==> src/rtl/rename_regfile.sv <==
// Architectural register file with per-register rename state (busy + ROB tag).
// Reads are combinational with a same-cycle commit bypass; x0 is hardwired zero.
module rename_regfile #(
    parameter int NUM_REGS      = 32,
    parameter int REG_ID_BIT    = 5,
    parameter int ROB_WIDTH_BIT = 4,
    parameter int XLEN          = 32,
    parameter int NUM_READ      = 2
) (
    input  logic                              clk_in,
    input  logic                              rst_n_in,
    input  logic                              rdy_in,
    input  logic                              flush_in,
    input  logic                              rename_en,
    input  logic [REG_ID_BIT-1:0]             rename_reg,
    input  logic [ROB_WIDTH_BIT-1:0]          rename_tag,
    input  logic                              commit_en,
    input  logic [REG_ID_BIT-1:0]             commit_reg,
    input  logic [ROB_WIDTH_BIT-1:0]          commit_tag,
    input  logic [XLEN-1:0]                   commit_value,
    input  logic [NUM_READ*REG_ID_BIT-1:0]    rd_reg,
    output logic [NUM_READ-1:0]               rd_busy,
    output logic [NUM_READ*XLEN-1:0]          rd_value,
    output logic [NUM_READ*ROB_WIDTH_BIT-1:0] rd_tag,
    output logic [REG_ID_BIT:0]               busy_count
);

    logic [XLEN-1:0]          regs_q [NUM_REGS];
    logic [XLEN-1:0]          regs_d [NUM_REGS];
    logic [ROB_WIDTH_BIT-1:0] tag_q  [NUM_REGS];
    logic [ROB_WIDTH_BIT-1:0] tag_d  [NUM_REGS];
    logic [NUM_REGS-1:0]      busy_q, busy_d;
    logic [REG_ID_BIT:0]      busy_count_q, busy_count_d;
    logic                     commit_wr, rename_wr;

    assign commit_wr = commit_en && (commit_reg != '0);
    assign rename_wr = rename_en && (rename_reg != '0);

    // Commit is applied before rename so a same-register rename owns busy/tag;
    // flush then overrides all rename state but keeps the committed value.
    always_comb begin
        regs_d = regs_q;
        tag_d  = tag_q;
        busy_d = busy_q;
        if (rdy_in) begin
            if (commit_wr) begin
                regs_d[commit_reg] = commit_value;
                if (tag_q[commit_reg] == commit_tag) begin
                    busy_d[commit_reg] = 1'b0;
                end
            end
            if (rename_wr) begin
                busy_d[rename_reg] = 1'b1;
                tag_d[rename_reg]  = rename_tag;
            end
            if (flush_in) begin
                busy_d = '0;
                for (int unsigned i = 0; i < NUM_REGS; i++) begin
                    tag_d[i] = '0;
                end
            end
        end
        busy_count_d = '0;
        for (int unsigned i = 0; i < NUM_REGS; i++) begin
            busy_count_d = busy_count_d + {{REG_ID_BIT{1'b0}}, busy_d[i]};
        end
    end

    always_ff @(posedge clk_in or negedge rst_n_in) begin
        if (!rst_n_in) begin
            for (int unsigned i = 0; i < NUM_REGS; i++) begin
                regs_q[i] <= '0;
                tag_q[i]  <= '0;
            end
            busy_q       <= '0;
            busy_count_q <= '0;
        end else if (rdy_in) begin
            for (int unsigned i = 0; i < NUM_REGS; i++) begin
                regs_q[i] <= regs_d[i];
                tag_q[i]  <= tag_d[i];
            end
            busy_q       <= busy_d;
            busy_count_q <= busy_count_d;
        end
    end

    always_comb begin
        logic [REG_ID_BIT-1:0] idx;
        rd_busy  = '0;
        rd_value = '0;
        rd_tag   = '0;
        for (int unsigned p = 0; p < NUM_READ; p++) begin
            idx = rd_reg[p*REG_ID_BIT +: REG_ID_BIT];
            if (idx != '0) begin
                if (busy_q[idx] && commit_en && (commit_reg == idx) &&
                    (tag_q[idx] == commit_tag)) begin
                    rd_value[p*XLEN +: XLEN] = commit_value;
                end else if (busy_q[idx]) begin
                    rd_busy[p]                         = 1'b1;
                    rd_tag[p*ROB_WIDTH_BIT +: ROB_WIDTH_BIT] = tag_q[idx];
                end else begin
                    rd_value[p*XLEN +: XLEN] = regs_q[idx];
                end
            end
        end
    end

    assign busy_count = busy_count_q;

endmodule

==> config.mk <==
export PLATFORM = sky130hd
export DESIGN_NAME = rename_regfile
export DESIGN_NICKNAME = d
export VERILOG_FILES = /design/src/rtl/rename_regfile.sv
export SDC_FILE = /design/constraint.sdc
export NUM_CORES = 2
export LEC_CHECK = 0
export ABC_AREA = 0
export BUFFER_PORTS_ARGS = -buffer_cell sky130_fd_sc_hd__buf_4
export CORE_MARGIN = 2
export CORE_UTILIZATION = 25
export DETAILED_ROUTE_END_ITERATION = 8
export PLACE_DENSITY_LB_ADDON = 0.2
export SLEW_MARGIN = 20
export SYNTH_ARGS = -nofsm -noshare
export SYNTH_HDL_FRONTEND = slang
export SYNTH_SLANG_ARGS = --single-unit
==> constraint.sdc <==
create_clock -name clk_in -period 6.13 [get_ports clk_in]
set_input_delay 0.613 -clock clk_in [delete_from_list [all_inputs] [get_ports clk_in]]
set_output_delay 0.613 -clock clk_in [all_outputs]
set_load 0.03 [all_outputs]
### Word level (Yosys, flattened, before mapping)

Index checks and enable logic that the tools add are counted.
Widths: inputs -> output; s select.

* register bits: 1190
* latch bits: 0
* RAM bits: 0
* ROM bits: 0
* input bits: 66
* output and inout port bits: 80
* logic and storage cells: 195
* memories: 0

* add/subtract/negate cells: 31
* multipliers: 0
* divide/modulo/power cells: 0
* magnitude comparators: 12
* equality and inequality tests: 5
* shifts and indexed selects: 0
* mux-type cells: 55
* bitwise gates (word level): 7
* reductions and logical operators: 19

Operators with widths (number)
* $bwmux 1024: 1
* $mux 32: 17
* $bmux 32 s5: 2
* $mux 128: 2
* $demux 32 s5: 1
* $add 6x1->6: 26
* $bwmux 128: 1
* $bmux 4 s5: 3
* $mux 4: 13
* $and 32x32->32: 1
* $not 32->32: 1
* $or 32x32->32: 1
* $ge 6x6->1 const B: 4
* $lt 5x6->1 const B: 4
* $not 5->6: 4
* $demux 4 s5: 1
* $reduce_bool 5->1: 4
* $eq 4x4->1: 3
* $logic_and 1x1->1: 12
* $lt 6x1->1 const B: 2
* $bmux 1 s5: 2
* $demux 1 s5: 2
* $eq 5x5->1: 2
* $ge 5x1->1 const B: 2
* 8 further kinds: 18

### Logic depth before layout (Yosys ltp)

* depth in word-level cells: 44
* depth in mapped cells: 27
* gate-level depth less buffers: 23

### Worst setup path before layout

OpenSTA, ideal clock, no wires.

* path type: input -> register
* start point: in commit_reg[1]
* end point: reg busy_count_q[4] (netlist: busy_count[4])
* setup time: 0.125 ns
* arrival: 7.243 ns
* required time: 6.005 ns
* slack: -1.237 ns
* stages: 25
* path buffers: 4
* path through: buf_6 -> buf_6 -> clkbuf_1 -> mux2i_1 -> o22ai_1 -> or2_0 -> or4_1 -> a22oi_2 -> buf_4 -> nand3_1 -> a32o_1 -> fa_1 -> inv_1 -> fa_1 -> fa_1 -> fa_1 -> fa_1 -> fa_1 -> inv_1 -> ha_1 -> fa_1 -> a21o_1 -> a21oi_1 -> xnor2_1 -> mux2_2

* elaborated cells between the ends (all ways): 52
* classes of those cells: 31 x add/sub; 2 x order compare; 1 x eq/ne; 11 x mux; 4 x bitwise; 3 x reduce/logical

RTL lines
* start, declared: line 18 `input logic [REG_ID_BIT-1:0] commit_reg,`
* $lt 5x6->1 (not written as such) or $ge 5x1->1 (tied branches): line 49 `busy_d[commit_reg] = 1'b0;`
* $logic_and 1x1->1 (not written as such): line 49
* $mux 1 (not written as such): line 49
* $demux 1 s5: line 49
* $not 32->32 (no source line)
* $and 32x32->32 (no source line)
* $mux 32: line 48 `if (tag_q[commit_reg] == commit_tag) begin`
* $mux 32 (*): line 46 `if (commit_wr) begin`
* $mux 32 (*): line 45 `if (rdy_in) begin`
* $or 32x32->32 (no source line)
* $mux 32 (*): line 52 `if (rename_wr) begin`
* $mux 32 (*): line 56 `if (flush_in) begin`
* $mux 32 (*): line 45
* net busy_d[25]: line 32 `logic [NUM_REGS-1:0] busy_q, busy_d;`
* $add 6x1->6 (*) (7 in a row): line 65 `busy_count_d = busy_count_d + {{REG_ID_BIT{1'b0}}, busy_d[i]};`
* end signal, assigned: line 83 `busy_count_q <= busy_count_d;`
* end, declared: line 33 `logic [REG_ID_BIT:0] busy_count_q, busy_count_d;`

The timed path passes the listed nets; every way through them passes the cells marked *. The select of a mux whose other input is x is not followed.
A chain may end at the register's enable or synchronous reset.

### Worst setup path in the final report

* start point: reg tag_q[62] in the netlist's numbering
* end point: reg busy_q[5]

* word-level cells in the longest chain between the ends: 11

Ends and longest elaborated chain
* start, declared: line 30 `logic [ROB_WIDTH_BIT-1:0] tag_q [NUM_REGS];`
* start signal, assigned by index: line 80 `tag_q[i] <= tag_d[i];`
* $bmux 4 s5 (*): line 48
* $mux 4 (not written as such) (*) (2 in a row): line 48
* $eq 4x4->1 (*): line 48
* $mux 32 (*): line 48
* $mux 32 (*): line 46
* $mux 32 (*): line 45
* $or 32x32->32 (no source line)
* $mux 32 (*): line 52
* $mux 32 (*): line 56
* $mux 32 (*): line 45
* end signal, assigned: line 82 `busy_q <= busy_d;`
* end, declared: line 32

Every way passes the cells marked *; elsewhere a longest branch is shown, timed or not. The select of a mux whose other input is x is not followed.

==> results.py <==
metrics = {
    "clock_network": {
        "cts_buffers": 144,
        "cts_tree": "yes",
        "cts_buffer_depth": 3,
        "ctsRootBufferMaster": "clkbuf_16",
        "clock_sinks": 1190,
        "insertion_delay_ns": 0.79,
        "clk_pin_slew_worst_paths_ns": 0.06,
        "cts_max_level": 4,
    },
    "setup_path": {
        "crit_type": "reg -> reg",
        "start_kind": "flip-flop",
        "reg2reg_setup_slack_ns": -0.99,
        "end_kind": "flip-flop",
        "crit_start": "tag_q[62]",
        "r2r-start": "tag_q[62]",
        "rr_endpoint": "busy_q[5]",
        "critical_path_arrival_ns": 7.79,
        "crit_required_ns": 6.80,
        "worst_path_most_repeated_cell": "buf_4",
        "cp_max_fo": 8,
        "crit_slowest_cell": "or4_4",
        "rr_worst_depth": 46,
        "critPathMaxStageDelay_ns": 0.52,
        "worstSetupEndpoint": "busy_q[5]",
    },
    "placed_design": {
        "port_buffers": 145,
        "dp_hpwl_um": 150000,
        "place.gp.congestion": 0.872,
        "dpl_cell_area_um2": 74200,
        "placed_cells": 8419,
    },
    "drt": {
        "first_pass_iters": 5,
        "drt_iter0_drc": 3777,
        "wire_per_inst_um": 29.6,
        "vias": 45795,
        "drc": 0,
        "ant_nets": 0,
        "avgViaCountPerCell": 5.25,
        "wl_um": 259000,
    },
    "synth": {
        "ys_top_cells_by_area": "dfrtp_1 (44%), mux4_2 (23%), mux2_2 (15%), nand2_1 (3.0%), mux2i_1 (2.6%)",
        "synth.avg_cell_area_um2": 13.8,
        "syn_inst": 4846,
        "synth_top_area_share_pct": 44.4,
        "synth_most_common_cell": "dfrtp_1",
        "synthSimpleGateAreaFrac_pct": 5.45,
        "synth_compound_area_share_pct": 4.13,
        "synthMuxAreaShare_pct": 41.5,
        "async_reset_ff_share_pct": 100,
        "synth_fa_ha_area_share_pct": 0.847,
        "synth_warnings": 0,
        "synthTopCellsByCount": "dfrtp_1 (1190), mux2_2 (908), mux4_2 (689)",
        "syn_area_um2": 67000,
        "ys_ff_latch": 1190,
        "synth_top_family_by_area": "multiplexers",
        "synth_xor_area_share_pct": 0.248,
        "yosys_most_used_dff": "dfrtp_1",
        "synth_cell_types": 69,
        "yosysTopAreaCell": "dfrtp_1",
        "synth_edf_count": 0,
        "seq_area_frac_synth_pct": 44.4,
        "synth_nets": 4943,
    },
    "floorplanning": {
        "fp.dieArea_um2": 272000,
        "start_util_pct": 25.1,
        "ios": 146,
        "rows": 190,
        "fp.dieW_um": 522,
        "die_h_um": 522,
        "core_area_um2": 267000,
    },
    "final_layout": {
        "nFillCells": 26876,
        "layout.cells.non_filler": 8731,
        "fin_area_um2": 79500,
        "nets": 5161,
        "area_growth_pct": 18.5,
        "final_layout_size_suffix_gt1_share_pct": 48.4,
    },
    "global_route": {
        "grt_pass1_wl_um": 370000,
        "grt_max_degree": 167,
        "antenna_found_initial": 12,
        "grt_pass1_vias": 47510,
        "globalRouteTotalUtil_pct": 18.9,
        "grt_overflow_total": 0,
    },
    "sta": {
        "fmax_mhz": 140,
        "max_slew.worst_pin.slew_ns": 1.20,
        "fin_skew_ns": 0.0243,
        "maxSlewViolCount": 0,
        "slew_headroom_pct": 19.0,
        "fin_crit_ns": 7.12,
        "finalCritPeriodShare_pct": 116,
        "rsz0062_at_grt": "yes",
        "hold_violations": 0,
        "finalSetupViolCount": 7,
        "fin_ws_ns": -0.988,
    },
    "power_and_ir_drop": {
        "vdd_drop_max_mv": 0.298,
        "p_per_area_nw_per_um2": 280,
        "p_total_mw": 22.2,
        "p_leak_nw": 34.7,
    },
    "hold_path": {
        "hp-class": "in -> reg",
    },
    "status": {
        "status": "finished, violations left",
        "violations": "setup timing",
    },
    "run": {
        "cap_violations": 0,
    },
}
==> cells in the final DEF (no fill, tap or decap), drive strengths merged, types with 10 or more instances in the layout <==
cell type  netlist  final
o211ai          13     13
nand2b          14     14
buf            162    577
a22oi           20     20
or2             10     10
a32oi           18     18
o21ai          179    179
a32o            36     36
a31o            40     40
dfrtp         1190   1190
nand2          534    534
nor2b           22     22
mux2           938    938
xor2            10     10
o22ai           48     48
clkbuf         345    224
inv             53     61
nand3           54     54
mux2i          175    175
a21oi           20     20
nor2            94     94
and2            19     19
nand4           22     22
mux4           689    689
clkinv           1     22
fa              24     24
==> per-layer routing <==
layer  wire (um)  vias up  GRT usage (%)
met4        7960        0           5.84
met2      120000     1465           29.8
met5           0        -              0
met1      118000    25096           26.6
li1            -    18862              -
met3       12900      372           2.73
==> worst min path at each step <==
| stage | from | end | slack, ns | depth (start not counted) |
|---|---|---|---|---|
| 3_5_place_dp | regs_q[996] | regs_q[996] | 0.38 | 0 |
| 6_report | rdy_in | tag_q[29] | 0.19 | 2 |
| 5_1_grt | rdy_in | tag_q[29] | 0.17 | 2 |
| 3_3_place_gp | regs_q[1003] | regs_q[1003] | 0.38 | 0 |
| 2_1_floorplan | rst_n_in | busy_count[0] | 0.32 | 0 |
| 4_1_cts | rename_en | tag_q[111] | 0.13 | 3 |
==> worst max-delay path, delay by kind of cell, from the launching register on <==
kind | cells | cell delay, ns
buf+inv | 39 | 4.71
simple gates | 3 | 1.07
compound gates | 3 | 0.54
flops | 1 | 0.39
mux | 1 | 0.25
==> area by class of cell <==
cell class	count	area (um2)	share of cell area, %
multi-input cells	3095	35500	44.7
repair buffers	579	4850	6.10
well taps	3552	4440	5.59
flip-flops and latches	1190	29800	37.5
clock buffers	223	4340	5.47
clock inverters	35	352	0.442
diodes	3	7.51	0.00945
inverters	54	203	0.255
==> logic make-up (layout without fill, tap and decap cells) <==
family	after synthesis	count (layout)
adders and majority gates	31	31
other	0	3
and+or+nand+nor	828	828
AOI/OAI and AO/OA	415	415
muxes	1802	1802
buffers and inverters	561	891
xor gates and xnor gates	19	19
DFF	1190	1190
==> per-stage QoR <==
step | util, % | TNS [ns] | setup slack [ns] | hold WS (ns)
3_3_place_gp | 27.7 | -8.25 | -1.69 | 0.376
3_5_place_dp | 27.7 | -8.28 | -1.73 | 0.382
6_report | 29.7 | -4.26 | -0.988 | 0.191
5_1_grt | 29.7 | -5.48 | -1.09 | 0.174
4_1_cts | 29.7 | -3.80 | -0.805 | 0.130
2_1_floorplan | - | -3.79 | -0.998 | 0.317
==> power by group <==
part | switching [mW] | internal [mW]
sequential | 0.632 | 8.76
combinational | 1.98 | 2.20
clock | 3.66 | 5.01
total | 6.26 | 16.0
==> repair_timing <==
action	in CTS	in global routing
setup endpoints to repair	6	7
resized for setup	40	13
gates cloned	2	0
endpoints found under the hold margin	90	0
buffers inserted	47	4
hold buffers	1	0
pin swaps	38	12
==> sequential cells by signal (all words and copies together), names as in the netlist <==
signal	count
regs_q	1024
tag_q	128
busy_q	32
busy_count	6
Note: power is estimated with default switching activity, not from simulation.
